[config.mk]
export PLATFORM = sky130hd
export DESIGN_NAME = mem_if_checker_chan
export DESIGN_NICKNAME = d
export VERILOG_FILES = /design/src/rtl/mem_if_checker_pkg.sv /design/src/rtl/mem_if_checker_chan.sv
export SDC_FILE = /design/constraint.sdc
export NUM_CORES = 1
export LEC_CHECK = 0
export BUFFER_PORTS_ARGS = -buffer_cell sky130_fd_sc_hd__buf_2
export CAP_MARGIN = 20
export CORE_ASPECT_RATIO = 0.75
export CORE_UTILIZATION = 50
export DETAILED_ROUTE_END_ITERATION = 7
export MAX_ROUTING_LAYER = met4
export PLACE_DENSITY = 0.73
export SKIP_CTS_REPAIR_TIMING = 1
export SLEW_MARGIN = 20
export SYNTH_ARGS = -nofsm -noshare
export SYNTH_HDL_FRONTEND = slang
export SYNTH_SLANG_ARGS = --single-unit
export TNS_END_PERCENT = 10
[constraint.sdc]
create_clock -name clk -period 4.9 [get_ports clk]
set_clock_uncertainty 0.2 [all_clocks]
set_input_delay 0.245 -clock clk [delete_from_list [all_inputs] [get_ports clk]]
set_output_delay 0.245 -clock clk [all_outputs]
set_load 0.005 [all_outputs]
[src/rtl/mem_if_checker_pkg.sv]
// Shared types and strobe helpers for the multi-channel req/gnt memory interface checker.
package mem_if_checker_pkg;

    typedef enum logic [1:0] {
        VIOL_STABLE  = 2'd0,
        VIOL_TIMEOUT = 2'd1,
        VIOL_ALIGN   = 2'd2,
        VIOL_STRB    = 2'd3
    } viol_kind_t;

    typedef enum logic {
        STALL_IDLE = 1'b0,
        STALL_WAIT = 1'b1
    } stall_state_t;

    // Widest strobe the helpers accept; narrower strobes are zero-extended.
    localparam int STRB_MAX = 64;

    // Nonzero and a single run of ones: adding the lowest set bit clears the whole run.
    function automatic logic strb_legal(input logic [STRB_MAX-1:0] s);
        logic [STRB_MAX-1:0] low_s;
        low_s = s & (~s + 64'd1);
        return (s != 64'd0) && (((s + low_s) & s) == 64'd0);
    endfunction

    function automatic logic [7:0] strb_popcount(input logic [STRB_MAX-1:0] s);
        logic [7:0] cnt_s;
        cnt_s = 8'd0;
        for (int i = 0; i < STRB_MAX; i++) begin
            cnt_s = cnt_s + {7'd0, s[i]};
        end
        return cnt_s;
    endfunction

    function automatic logic [7:0] strb_lsb_idx(input logic [STRB_MAX-1:0] s);
        logic [7:0] idx_s;
        idx_s = 8'd0;
        for (int i = STRB_MAX - 1; i >= 0; i--) begin
            if (s[i]) begin
                idx_s = 8'(i);
            end else begin
                idx_s = idx_s;
            end
        end
        return idx_s;
    endfunction

    function automatic viol_kind_t det_to_kind(input logic [3:0] det);
        viol_kind_t kind_s;
        if (det[0]) begin
            kind_s = VIOL_STABLE;
        end else if (det[1]) begin
            kind_s = VIOL_TIMEOUT;
        end else if (det[2]) begin
            kind_s = VIOL_ALIGN;
        end else begin
            kind_s = VIOL_STRB;
        end
        return kind_s;
    endfunction

endpackage

[src/rtl/mem_if_checker_chan.sv]
// One observed channel: stall FSM, rule checks, sticky flags and saturating counters.
// Concurrent assertions/covers are added when MEM_IF_CHECKER_ASSERT_EN is defined.
module mem_if_checker_chan
    import mem_if_checker_pkg::*;
#(
    parameter int  AW        = 64,
    parameter int  DW        = 64,
    parameter int  MAX_STALL = 15,
    parameter int  CW        = 16,
    localparam int SW        = DW / 8
) (
    input  logic          clk,
    input  logic          resetn,
    input  logic          req,
    input  logic [AW-1:0] addr,
    input  logic          wen,
    input  logic [SW-1:0] strb,
    input  logic [DW-1:0] wdata,
    input  logic          gnt,
    input  logic          err,
    output logic          viol_stable,
    output logic          viol_timeout,
    output logic          viol_align,
    output logic          viol_strb,
    output logic [3:0]    det,
    output logic [CW-1:0] txn_count,
    output logic [CW-1:0] err_count
);

    localparam int             SCW       = $clog2(MAX_STALL + 2);
    localparam logic [SCW-1:0] STALL_SAT = SCW'(MAX_STALL + 1);

    stall_state_t        state_r;
    stall_state_t        state_nxt_s;
    logic [SCW-1:0]      stall_cnt_r;
    logic [SCW-1:0]      stall_cnt_nxt_s;
    logic                capture_s;
    logic [AW-1:0]       addr_r;
    logic                wen_r;
    logic [SW-1:0]       strb_r;
    logic [DW-1:0]       wdata_r;
    logic [STRB_MAX-1:0] strb_ext_s;
    logic [7:0]          strb_pop_s;
    logic [7:0]          strb_lsb_s;
    logic                size_ok_s;
    logic                align_ok_s;
    logic                det_stable_s;
    logic                det_timeout_s;
    logic                det_align_s;
    logic                det_strb_s;

    // Stall FSM next state and stall-length counter
    always_comb begin
        state_nxt_s     = state_r;
        stall_cnt_nxt_s = stall_cnt_r;
        capture_s       = 1'b0;
        case (state_r)
            STALL_IDLE: begin
                if (req && !gnt) begin
                    state_nxt_s     = STALL_WAIT;
                    stall_cnt_nxt_s = SCW'(1'b1);
                    capture_s       = 1'b1;
                end else begin
                    stall_cnt_nxt_s = '0;
                end
            end
            STALL_WAIT: begin
                if (gnt || !req) begin
                    state_nxt_s     = STALL_IDLE;
                    stall_cnt_nxt_s = '0;
                end else if (stall_cnt_r != STALL_SAT) begin
                    stall_cnt_nxt_s = stall_cnt_r + SCW'(1'b1);
                end else begin
                    stall_cnt_nxt_s = stall_cnt_r;
                end
            end
            default: begin
                state_nxt_s     = STALL_IDLE;
                stall_cnt_nxt_s = '0;
            end
        endcase
    end

    // Rule checks evaluated on the current inputs
    always_comb begin
        strb_ext_s = STRB_MAX'(strb);
        strb_pop_s = strb_popcount(strb_ext_s);
        strb_lsb_s = strb_lsb_idx(strb_ext_s);
        size_ok_s  = (strb_pop_s == 8'd1) || (strb_pop_s == 8'd2) ||
                     (strb_pop_s == 8'd4) || (strb_pop_s == 8'd8);
        // Reads carry no meaningful strobe, so only word alignment is checked.
        if (wen) begin
            align_ok_s = size_ok_s && (strb_lsb_s == {5'd0, addr[2:0]});
        end else begin
            align_ok_s = (addr[1:0] == 2'b00);
        end
        if (state_r == STALL_WAIT) begin
            det_stable_s = !req || (addr != addr_r) || (wen != wen_r) ||
                           (wen_r && ((wdata != wdata_r) || (strb != strb_r)));
        end else begin
            det_stable_s = 1'b0;
        end
        det_timeout_s = req && !gnt && (stall_cnt_nxt_s == STALL_SAT);
        det_align_s   = req && !align_ok_s;
        det_strb_s    = req && wen && !strb_legal(strb_ext_s);
        det           = {det_strb_s, det_align_s, det_timeout_s, det_stable_s};
    end

    // FSM state, stall counter and copy of the stalled request
    always_ff @(posedge clk) begin
        if (!resetn) begin
            state_r     <= STALL_IDLE;
            stall_cnt_r <= '0;
            addr_r      <= '0;
            wen_r       <= 1'b0;
            strb_r      <= '0;
            wdata_r     <= '0;
        end else begin
            state_r     <= state_nxt_s;
            stall_cnt_r <= stall_cnt_nxt_s;
            if (capture_s) begin
                addr_r  <= addr;
                wen_r   <= wen;
                strb_r  <= strb;
                wdata_r <= wdata;
            end
        end
    end

    // Sticky violation flags and saturating completion/error counters
    always_ff @(posedge clk) begin
        if (!resetn) begin
            viol_stable  <= 1'b0;
            viol_timeout <= 1'b0;
            viol_align   <= 1'b0;
            viol_strb    <= 1'b0;
            txn_count    <= '0;
            err_count    <= '0;
        end else begin
            viol_stable  <= viol_stable  | det_stable_s;
            viol_timeout <= viol_timeout | det_timeout_s;
            viol_align   <= viol_align   | det_align_s;
            viol_strb    <= viol_strb    | det_strb_s;
            if (req && gnt && (txn_count != '1)) begin
                txn_count <= txn_count + CW'(1'b1);
            end
            if (req && gnt && err && (err_count != '1)) begin
                err_count <= err_count + CW'(1'b1);
            end
        end
    end

`ifdef MEM_IF_CHECKER_ASSERT_EN
    mem_if_checker_chan_sva #(
        .MAX_STALL (MAX_STALL),
        .SCW       (SCW)
    ) u_sva (
        .clk        (clk),
        .resetn     (resetn),
        .req        (req),
        .wen        (wen),
        .gnt        (gnt),
        .err        (err),
        .stall_wait (state_r == STALL_WAIT),
        .stall_cnt  (stall_cnt_r),
        .det        (det)
    );
`else
    // Flag and counter logic only.
`endif

endmodule

`ifdef MEM_IF_CHECKER_ASSERT_EN
// Property checker bound to one channel's rule detectors.
module mem_if_checker_chan_sva #(
    parameter int MAX_STALL = 15,
    parameter int SCW       = 5
) (
    input logic           clk,
    input logic           resetn,
    input logic           req,
    input logic           wen,
    input logic           gnt,
    input logic           err,
    input logic           stall_wait,
    input logic [SCW-1:0] stall_cnt,
    input logic [3:0]     det
);
    a_stable:  assert property (@(posedge clk) disable iff (!resetn) !det[0]);
    a_timeout: assert property (@(posedge clk) disable iff (!resetn) !det[1]);
    a_align:   assert property (@(posedge clk) disable iff (!resetn) !det[2]);
    a_strb:    assert property (@(posedge clk) disable iff (!resetn) !det[3]);

    c_stall_max: cover property (@(posedge clk) disable iff (!resetn)
        stall_wait && (stall_cnt == SCW'(MAX_STALL)) && req && gnt);
    c_err_rsp:   cover property (@(posedge clk) disable iff (!resetn) req && gnt && err);
    c_wr_done:   cover property (@(posedge clk) disable iff (!resetn) req && gnt && wen);
endmodule
`endif

# Yosys cells after proc, flatten, opt, wreduce, memory -nomap -nowiden
# Cells that the tools add are included.
# Widths: inputs -> output; s select.
# totals
wordCells	90
reg_bits	179
inputBits	142
out_inout_bits	40
# op_classes
n_eq_ne	13
n_reduce_logical	27
add_sub_neg	12
bitwise_logic	8
n_mux	18
# op_table
op	count
$ne 64x64->1	2
$add 64x1->64 const B	1
$add 8x64->64	1
$and 64x8->64	1
$and 8x64->64	1
$logic_not 64->1	1
$not 8->64	1
$mux 8	7
$add 16x1->16 const B	2
$ne 16x16->1 const B	2
$logic_and 1x1->1	12
$mux 5	2
$pmux 5 s2	1
$add 7x1->8	1
$eq 8x1->1 const B	1
$eq 8x2->1 const B	1
$eq 8x3->1	1
$eq 8x3->1 const B	1
$eq 8x4->1 const B	1
$logic_or 1x1->1	8
$ne 8x8->1	1
$reduce_bool 8->1	1
$add 6x1->7	1
$add 5x1->6	1
other kinds (15)	26

# Longest topological paths before layout
# Gate-level depths: netlist (run 1).
# depth
depth_word	16
mapped_depth	14
mapped_depth_nobuf	14

# Least setup slack after synthesis (run 1)
# Ideal clock, no wire load.
# synth_path
path_kind	input -> output
from	in strb[0]
to	out det[2]
path_buffers	1
required_time_ps	4455
cell_stages	13
path_slack_ps	1185
arrival_time_ps	3270
cell_sequence	fa_1 > inv_1 > fa_1 > fa_1 > inv_1 > ha_1 > inv_1 > fa_1 > nor4bb_1 > o211a_1 > nand4_1 > and3_1 > buf_4
# synth_via
elab_chain_cells	15
elab_cells_between_ends	20
cone_classes	add/sub (7); eq/ne (5); mux (2); reduce/logical (6)
# synth_rtl
element	line	rtl
start: declaration	mem_if_checker_chan.sv:17	input logic [SW-1:0] strb,
$add 1x1->2	mem_if_checker_pkg.sv:30	cnt_s = cnt_s + {7'd0, s[i]};
$add 2x1->3	mem_if_checker_pkg.sv:30	
$add 3x1->4	mem_if_checker_pkg.sv:30	
$add 4x1->5	mem_if_checker_pkg.sv:30	
$add 5x1->6	mem_if_checker_pkg.sv:30	
$add 6x1->7	mem_if_checker_pkg.sv:30	
$add 7x1->8	mem_if_checker_pkg.sv:30	
$eq 8x1->1 or $eq 8x2->1 (tied branches)	mem_if_checker_chan.sv:89	size_ok_s = (strb_pop_s == 8'd1) || (strb_pop_s == 8'd2) ||
$logic_or 1x1->1 (2 in a row)	mem_if_checker_chan.sv:89	
$logic_or 1x1->1	mem_if_checker_chan.sv:90	(strb_pop_s == 8'd4) || (strb_pop_s == 8'd8);
$logic_and 1x1->1 *	mem_if_checker_chan.sv:93	align_ok_s = size_ok_s && (strb_lsb_s == {5'd0, addr[2:0]});
$mux 1 *	mem_if_checker_chan.sv:92	if (wen) begin
$logic_not 1->1 *	mem_if_checker_chan.sv:104	det_align_s = req && !align_ok_s;
$logic_and 1x1->1 *	mem_if_checker_chan.sv:104	
end: declaration	mem_if_checker_chan.sv:25	output logic [3:0] det,
# Every way passes the cells marked *; elsewhere a longest branch is shown, timed or not.

# Final worst setup path (run 1)
# layout_path
from	in strb[6]
to	out det[2]
# layout_via
elab_chain_cells	12
elab_cells_between_ends	21
cone_classes	add/sub (2); eq/ne (5); mux (8); reduce/logical (6)
# layout_rtl
element	line
branches (longest 8 deep; another with $add 7x1->8)	-
$logic_and 1x1->1 *	mem_if_checker_chan.sv:93
$mux 1 *	mem_if_checker_chan.sv:92
$logic_not 1->1 *	mem_if_checker_chan.sv:104
$logic_and 1x1->1 *	mem_if_checker_chan.sv:104
# Every way passes the cells marked *.

==> impl_metrics.tcl, run 1 <==
set metrics [dict create \
    hp-class "in2reg" \
    seqCellArea_sq_mm 0.003583 \
    worst_pin_slew_ps 931.0 \
    multiInputGateArea_sq_mm 0.005149 \
    final_area_sq_mm 0.01210 \
    grt_pass1_vias 7334 \
    min_period_ps 4388 \
    syn-cell-area_sq_mm 0.009186 \
    rsz0062_at_grt "false" \
    ios 182 \
    worstPathCellList "dlygate4sd3_1, buf_2, inv_1, fa_1, fa_1, inv_1, ha_1, inv_1, fa_1, a21boi_0, nor4bb_1, o211a_1, nand4_1, and3_1, buf_2" \
    report.final.slew_viol_count 0 \
    setup_viol 0 \
    synth_enable_flop_cells 0 \
    hpwlAfterDp_microns 15560 \
    timing.final.crit_share_pct 89.55 \
    io_buffers 181 \
    cp.required_ps 4450 \
    fill_cells 1491 \
    hold_slack_ps -23.93 \
    syn_to_final_growth_pct 31.71 \
    synth_cell_types 55 \
    die-area_sq_mm 0.01892 \
    vias 8432 \
    gp_congestion 0.9127 \
    place_area_sq_mm 0.01019 \
    cp.depth 15 \
    root_buffer "clkbuf_16" \
    critPathMaxFanout 9 \
    drcViolationCount 0 \
    violations "hold timing" \
    synth_seq_cells 179 \
    cp_num_buf_inv 6 \
    power.leakage_nw 4.971 \
    holdPathStages 3 \
    htreeDepth 4 \
    synth_seq_area_share_pct 39.01 \
    drtAntennaViolNets 0 \
    grt_pass1_wl_microns 35910 \
    wl_microns 23920 \
    crit_family "adder cells" \
    cts_made_buffers 17 \
    num_antenna_cells 0 \
    clk_path_buf_depth 2 \
    worstSetupStartpointType "primary input" \
    start_util_pct 51.57 \
    synth_top_area_cell "dfxtp_1" \
    grt_overflow 0 \
    core_sq_mm 0.01781 \
    syn_nets 1282 \
    grt_max_degree 112 \
    critPathKind "in2out" \
    tritoncts "built" \
    netlist.area_leader.share_pct 39.01 \
    worst_slack_ps 511.9 \
    clk_pin_slew_ps 60 \
    synth_warnings 0 \
    fp.dieW_microns 158.5 \
    rows 42 \
    relSlewSlack_pct 37.93 \
    cpPeakStageDelay_ps 550 \
    synth_cells 1124 \
    maxCapViolCount 0 \
    finalHoldViolations 3 \
    status "finished, violations left" \
    grtUsageTotal_pct 24.75 \
    power.density_mw_per_mm2 284.1 \
    die_height_microns 119.4 \
    slowest_stage "fa_1" \
    antenna_found_initial 0 \
    wl_per_cell_microns 14.45 \
    cts.sink_count 179 \
    synth_ff_type "dfxtp_1" \
    via_per_inst 5.095 \
    synth_area_leaders "dfxtp_1, nand2_1, a21boi_0, xnor2_1, xor2_1" \
    layout_common_cells "nand2_1, buf_2, dfxtp_1, a21boi_0, dlygate4sd3_1" \
    synthArstFlopShare_pct 0 \
    dp_slack_ps 638.2 \
    irDropWorstVdd_mv 0.2020 \
    tns_ps 0 \
    first_pass_iters 6 \
    max_clock_freq_mhz 227.9 \
    syn_area_per_cell_sq_um 8.173 \
    end_kind "primary output" \
    insertion_delay_ps 430 \
    nNetsFinal 1558 \
    final_common_cell "nand2_1" \
    rr_worst_depth 7 \
    drive_gt1_share_pct 15.78 \
    worst_ep_arrival_time_ps 3940 \
    drtIter0Drc 708 \
]
-- sequential cells by signal, indices dropped and copies added (netlist names) --
register / flops
viol_stable: 1
wen_r: 1
stall_cnt_r: 5
viol_timeout: 1
err_count: 16
wdata_r: 64
addr_r: 64
viol_strb: 1
state_r: 1
txn_count: 16
viol_align: 1
strb_r: 8
-- worst register-to-register path: cells and delay by family, from the launching register on --
kind,cells,cell delay (ps)
XOR/XNOR,1,480
flip-flops,1,320
AND/OR/NAND/NOR,3,840
AO/OA/AOI/OAI,3,1050
-- power by group --
part,total (W),switching (W),internal (W)
sequential,0.00155,0.0000381,0.00151
combinational,0.000521,0.000260,0.000261
clock,0.00137,0.000588,0.000780
-- kinds of logic (layout without fill, tap and decap cells) --
kind of cell	count (synthesis)	count (layout)	synth area share, %
simple gates	471	471	23.71
compound gates	213	213	17.45
flops	179	179	39.01
xor+xnor	127	127	12.11
buf+inv	117	406	5.107
fa+ha+maj	16	16	2.506
mux	1	1	0.1090
-- worst paths after layout --
kind                                 start                       to  slack, ps
setup / recovery                   strb[6]                   det[2]        510
hold / removal                         wen       wen_r$_SDFFE_PN0P_        -20
setup reg to reg  wdata_r[40]$_SDFFE_PN0P_   viol_stable$_SDFF_PN0_       1920
hold reg to reg    viol_timeout$_SDFF_PN0_  viol_timeout$_SDFF_PN0_        260
-- stage by stage --
| stage | instances | util (%) | hold slack [ps] | power, W |
|---|---|---|---|---|
| after floorplan | 1124 | - | 189.9 | 0.001850 |
| after global placement | 1491 | 57.21 | 242.6 | 0.001997 |
| after detailed placement | 1491 | 57.21 | 250.6 | 0.002010 |
| after CTS | 1523 | 60.50 | -137.7 | 0.003371 |
| after global routing | 1655 | 67.92 | 0.06989 | 0.003587 |
| final | 1655 | 67.92 | -23.93 | 0.003438 |
-- cell usage after synthesis (9+ instances only) --
library cell    n
nand2_1       296
dfxtp_1       179
a21boi_0      140
xnor2_1        68
xor2_1         59
inv_1          56
clkbuf_1       50
and2_1         33
nand4_1        23
nor2b_1        23
nor4_1         20
o22ai_1        17
nand3_1        16
nand2b_1       13
ha_1           12
nor2_1         12
nor3_1         10
a21oi_1         9
-- routing by layer --
metal | GRT usage, % | vias up | part of all wire [%] | routed length [microns]
met2 | 36.38 | 224 | 46 | 10950
met1 | 34.42 | 3893 | 48 | 11400
li1 | - | 4296 | - | -
met5 | - | - | 0 | 0
met4 | 5.048 | 0 | 0.84 | 200
met3 | 5.859 | 19 | 5.7 | 1369
-- area by class of cell --
class,instances,area share [%]
clock inverter,12,1.075
timing repair buffer,318,18.74
multi-input combinational,828,42.55
tap,242,2.503
inverter,56,1.737
sequential,179,29.62
clock buffer,20,3.775
(Power assumes the default switching activity.)
==> inputs of run 2 (changes only) <==
BUFFER_PORTS_ARGS = -buffer_cell sky130_fd_sc_hd__clkbuf_2   (was -buffer_cell sky130_fd_sc_hd__buf_2)
==> run 2 against run 1 <==
Critical endpoint unchanged; largest cell class unchanged; combinational power hardly changed; the run still ends with hold timing left; sequential share of layout area is 0.14 points higher; first-iteration DRC count is 3.2% lower.
==> impl_metrics.tcl, run 2 (synthesized netlist as in run 1, its figures left out) <==
set metrics [dict create \
    cp.required_ps 4450 \
    worstSetupStartpointType "primary input" \
    rsz0062_at_grt "false" \
    clk_path_buf_depth 2 \
    tns_ps 0 \
    power.density_mw_per_mm2 278.0 \
    hpwlAfterDp_microns 15650 \
    die_height_microns 119.4 \
    fp.dieW_microns 158.5 \
    insertion_delay_ps 430 \
    first_pass_iters 7 \
    grt_pass1_wl_microns 35470 \
    grt_overflow 0 \
    tritoncts "built" \
    syn_to_final_growth_pct 31.08 \
    grt_max_degree 175 \
    die-area_sq_mm 0.01892 \
    end_kind "primary output" \
    r2r-start "wdata_r[40]$_SDFFE_PN0P_" \
    violations "hold timing" \
    antenna_found_initial 0 \
    io_buffers 181 \
    hold_slack_ps -12.42 \
    worst_pin_slew_ps 1067 \
    wl_microns 23920 \
    rows 42 \
    gp_congestion 0.9091 \
    power.leakage_nw 4.934 \
    holdPathStages 3 \
    worst_ep_arrival_time_ps 3770 \
    maxCapViolCount 0 \
    grt_pass1_vias 7304 \
    grtUsageTotal_pct 24.50 \
    drtIter0Drc 685 \
    critPathMaxFanout 13 \
    rr_worst_depth 7 \
    cts.sink_count 179 \
    drive_gt1_share_pct 15.68 \
    drtAntennaViolNets 0 \
    min_from "strb[6]" \
    start_util_pct 51.57 \
    status "finished, violations left" \
    wl_per_cell_microns 14.49 \
    nNetsFinal 1554 \
    finalHoldViolations 3 \
    root_buffer "clkbuf_16" \
    hold_end "strb_r[6]$_SDFFE_PN0P_" \
    place_area_sq_mm 0.01019 \
    core_sq_mm 0.01781 \
    htreeDepth 4 \
    min_period_ps 4212 \
    via_per_inst 5.063 \
    timing.final.crit_share_pct 85.96 \
    critPathKind "in2out" \
    reg.largest.list "addr_r (64), wdata_r (64)" \
    layout_common_cells "nand2_1, clkbuf_2, dfxtp_1, a21boi_0, dlygate4sd3_1" \
    report.final.slew_viol_count 0 \
    clk_pin_slew_ps 60 \
    num_antenna_cells 0 \
    vias 8359 \
    final_common_cell "nand2_1" \
    fill_cells 1471 \
    r2r_slack_ps 1960 \
    hp-class "in2reg" \
    irDropWorstVdd_mv 0.1981 \
    cts_made_buffers 17 \
    relSlewSlack_pct 28.86 \
    ios 182 \
    max_clock_freq_mhz 237.4 \
    reg2reg_to "viol_stable$_SDFF_PN0_" \
    final_area_sq_mm 0.01204 \
    setup_viol 0 \
    drcViolationCount 0 \
]
-- run 2: changes by cell type in the layout (fill, tap and decap cells not counted), sizes merged --
| cell | previous run | this run |
|---|---|---|
| buf | 186 | 4 |
| bufinv | 2 | 0 |
| clkinvlp | 2 | 3 |
| clkbuf | 20 | 201 |
| dlygate4sd3 | 132 | 130 |
-- run 2: worst max-delay path, cell delays in order --
cell and delay, ps:
clkbuf_2 220, fa_1 570, inv_1 50, fa_1 490
fa_1 410, inv_1 60, ha_1 160, inv_1 60
fa_1 390, nand3b_1 200, nor4bb_1 150, o211a_1 220
a31oi_1 150, and3_1 240, clkbuf_2 140
-- run 2: worst max-delay path by stage --
stage               depth (start not counted)  slack [ps]  endpoint     from
floorplan                                  13        1190    det[2]  strb[0]
detailed placement                         15         690    det[2]  strb[0]
global route                               15         470    det[2]  strb[0]
global placement                           15         750    det[2]  strb[0]
CTS                                        15         690    det[2]  strb[0]
finish                                     15         690    det[2]  strb[0]
-- run 2: stage by stage --
step / power, W / setup WS, ps / std cells / util, %
final: 0.003348 / 687.9 / 1651 / 67.59
after CTS: 0.003283 / 687.1 / 1521 / 60.29
after detailed placement: 0.002010 / 692.7 / 1489 / 57.21
after global placement: 0.001998 / 751.5 / 1489 / 57.21
after floorplan: 0.001850 / 1185 / 1124 / -
after global routing: 0.003498 / 469.1 / 1651 / 67.59
-- run 2: cell type report --
class                           instances  area, sq um  share of cell area [%]
Multi-Input combinational cell        828         5149                   42.76
Sequential cell                       179         3583                   29.76
Timing Repair Buffer                  314         2248                   18.67
Clock buffer                           21        470.5                   3.907
Tap cell                              242        302.8                   2.515
Inverter                               56        210.2                   1.746
Clock inverter                         11        77.57                  0.6442
-- run 2: per-layer routing --
metal | vias to the layer above | share of wire [%] | GRT usage (%)
met4 | 0 | 1.8 | 5.709
met5 | - | 0 | -
met3 | 40 | 5.1 | 6.150
li1 | 4288 | - | -
met2 | 216 | 46 | 36.05
met1 | 3815 | 47 | 33.55
-- run 2: power breakdown --
part	switching [W]	internal, W
clock network	0.000587	0.000691
registers	0.0000385	0.00151
logic	0.000260	0.000260
total	0.000886	0.00246
==> inputs of run 3 (changes only) <==
CORE_UTILIZATION = 45   (was 50)
PLACE_DENSITY = 0.67   (was 0.73)
==> run 3 against run 2 <==
The run now ends clean; wire length increased by 0.65%; combinational power grew 1%; core utilization is 5.8 points lower; largest power group unchanged; highest routed layer unchanged.
==> impl_metrics.tcl, run 3 (synthesized netlist as in run 1, its figures left out) <==
set metrics [dict create \
    status "complete, no violations" \
    place_inst 1501 \
    die-area_sq_mm 0.02100 \
    worstSetupStartpointType "primary input" \
    drcViolationCount 0 \
    io_buffers 181 \
    tritoncts "built" \
    drtAntennaViolNets 0 \
    ios 182 \
    worst_ep_arrival_time_ps 3860 \
    first_pass_iters 7 \
    hp-class "in2reg" \
    worstSetupStartpoint "strb[6]" \
    insertion_delay_ps 420 \
    finalHoldViolations 0 \
    num_antenna_cells 0 \
    reg.largest.list "addr_r (64), wdata_r (64)" \
    tns_ps 0 \
    hold_slack_ps 15.69 \
    hpwlAfterDp_microns 16100 \
    grt_max_degree 120 \
    clk_pin_slew_ps 70 \
    antenna_found_initial 0 \
    htreeDepth 4 \
    critPathMaxFanout 9 \
    root_buffer "clkbuf_16" \
    r2r-start "wdata_r[40]$_SDFFE_PN0P_" \
    wl_microns 24080 \
    start_util_pct 46.74 \
    cts_made_buffers 17 \
    setup_viol 0 \
    relSlewSlack_pct 30.35 \
    layout_common_cells "nand2_1, clkbuf_2, dfxtp_1, a21boi_0, dlygate4sd3_1" \
    min_period_ps 4304 \
    wl_per_cell_microns 14.45 \
    grt_overflow 0 \
    nNetsFinal 1558 \
    cp.required_ps 4450 \
    gp_congestion 0.8975 \
    via_per_inst 5.005 \
    worst_pin_slew_ps 1045 \
    rows 44 \
    final_common_cell "nand2_1" \
    max_clock_freq_mhz 232.3 \
    grtUsageTotal_pct 22.44 \
    power.leakage_nw 4.969 \
    rsz0062_at_grt "false" \
    drtIter0Drc 647 \
    grt_pass1_vias 7115 \
    finalPower_w 0.003434 \
    grt_pass1_wl_microns 36620 \
    timing.final.crit_share_pct 87.83 \
    syn_to_final_growth_pct 32.14 \
    die_height_microns 125.7 \
    power.density_mw_per_mm2 282.9 \
    clk_path_buf_depth 2 \
    irDropWorstVdd_mv 0.1946 \
    cts.sink_count 179 \
    min_from "strb[3]" \
    fp.dieW_microns 167.0 \
    drive_gt1_share_pct 15.71 \
    report.final.slew_viol_count 0 \
    end_kind "primary output" \
    finalNonFillerCells 1666 \
    core_sq_mm 0.01965 \
    maxCapViolCount 0 \
    vias 8338 \
    critPathKind "in2out" \
]
==> run 3: changes by cell type in the layout (fill, tap and decap cells not counted), sizes merged <==
cell / delta
dlygate4sd3: +2
clkinv: -3
buf: +2
bufinv: +2
clkbuf: -2
inv: +3
==> run 3: worst paths after layout <==
kind | to | slack [ps] | depth (start not counted)
worst min register to register | wdata_r[25]$_SDFFE_PN0P_ | 270 | 2
worst max register to register | viol_stable$_SDFF_PN0_ | 2030 | 7
worst max-delay path | det[2] | 600 | 15
worst min-delay path | strb_r[3]$_SDFFE_PN0P_ | 20 | 3
==> run 3: per-layer routing <==
metal	wire [microns]	up-vias	part of all wire, %	GRT usage (%)
li1	-	4301	-	-
met1	12210	3834	51	31.60
met2	10870	185	45	33.40
met3	800	18	3.3	3.677
met4	201	0	0.83	5.338
met5	0	-	0	-
==> run 3: critical path, stage by stage <==
cell and delay (ps):
dlygate4sd3_1 540, clkbuf_2 210, inv_1 150, fa_1 540, fa_1 410, inv_1 70, ha_1 160, inv_1 50
fa_1 400, a21boi_0 160, nor4bb_1 280, o211a_1 200, nand4_1 100, and3_1 240, clkbuf_2 120
==> run 3: layout make-up <==
cell class	count	area, sq um
clock inverters	13	147.6
flip-flops and latches	179	3583
multi-input cells	828	5149
clock buffers	19	432.9
inverters	56	210.2
well taps	253	316.6
repair buffers	318	2300
fillers	1728	7515
==> run 3: power by group <==
part	internal, W	switching [W]	total [W]
sequential	0.00151	0.0000378	0.00155
clock	0.000761	0.000597	0.00136
combinational	0.000263	0.000263	0.000527
==> run 3: per-stage QoR <==
stage	worst slack, ps	area (sq um)	util [%]
after floorplan	1185	9186	-
after global placement	752.0	10210	51.95
after detailed placement	704.1	10210	51.95
after CTS	683.5	10790	54.90
after global routing	275.9	12140	61.76
final	596.1	12140	61.76
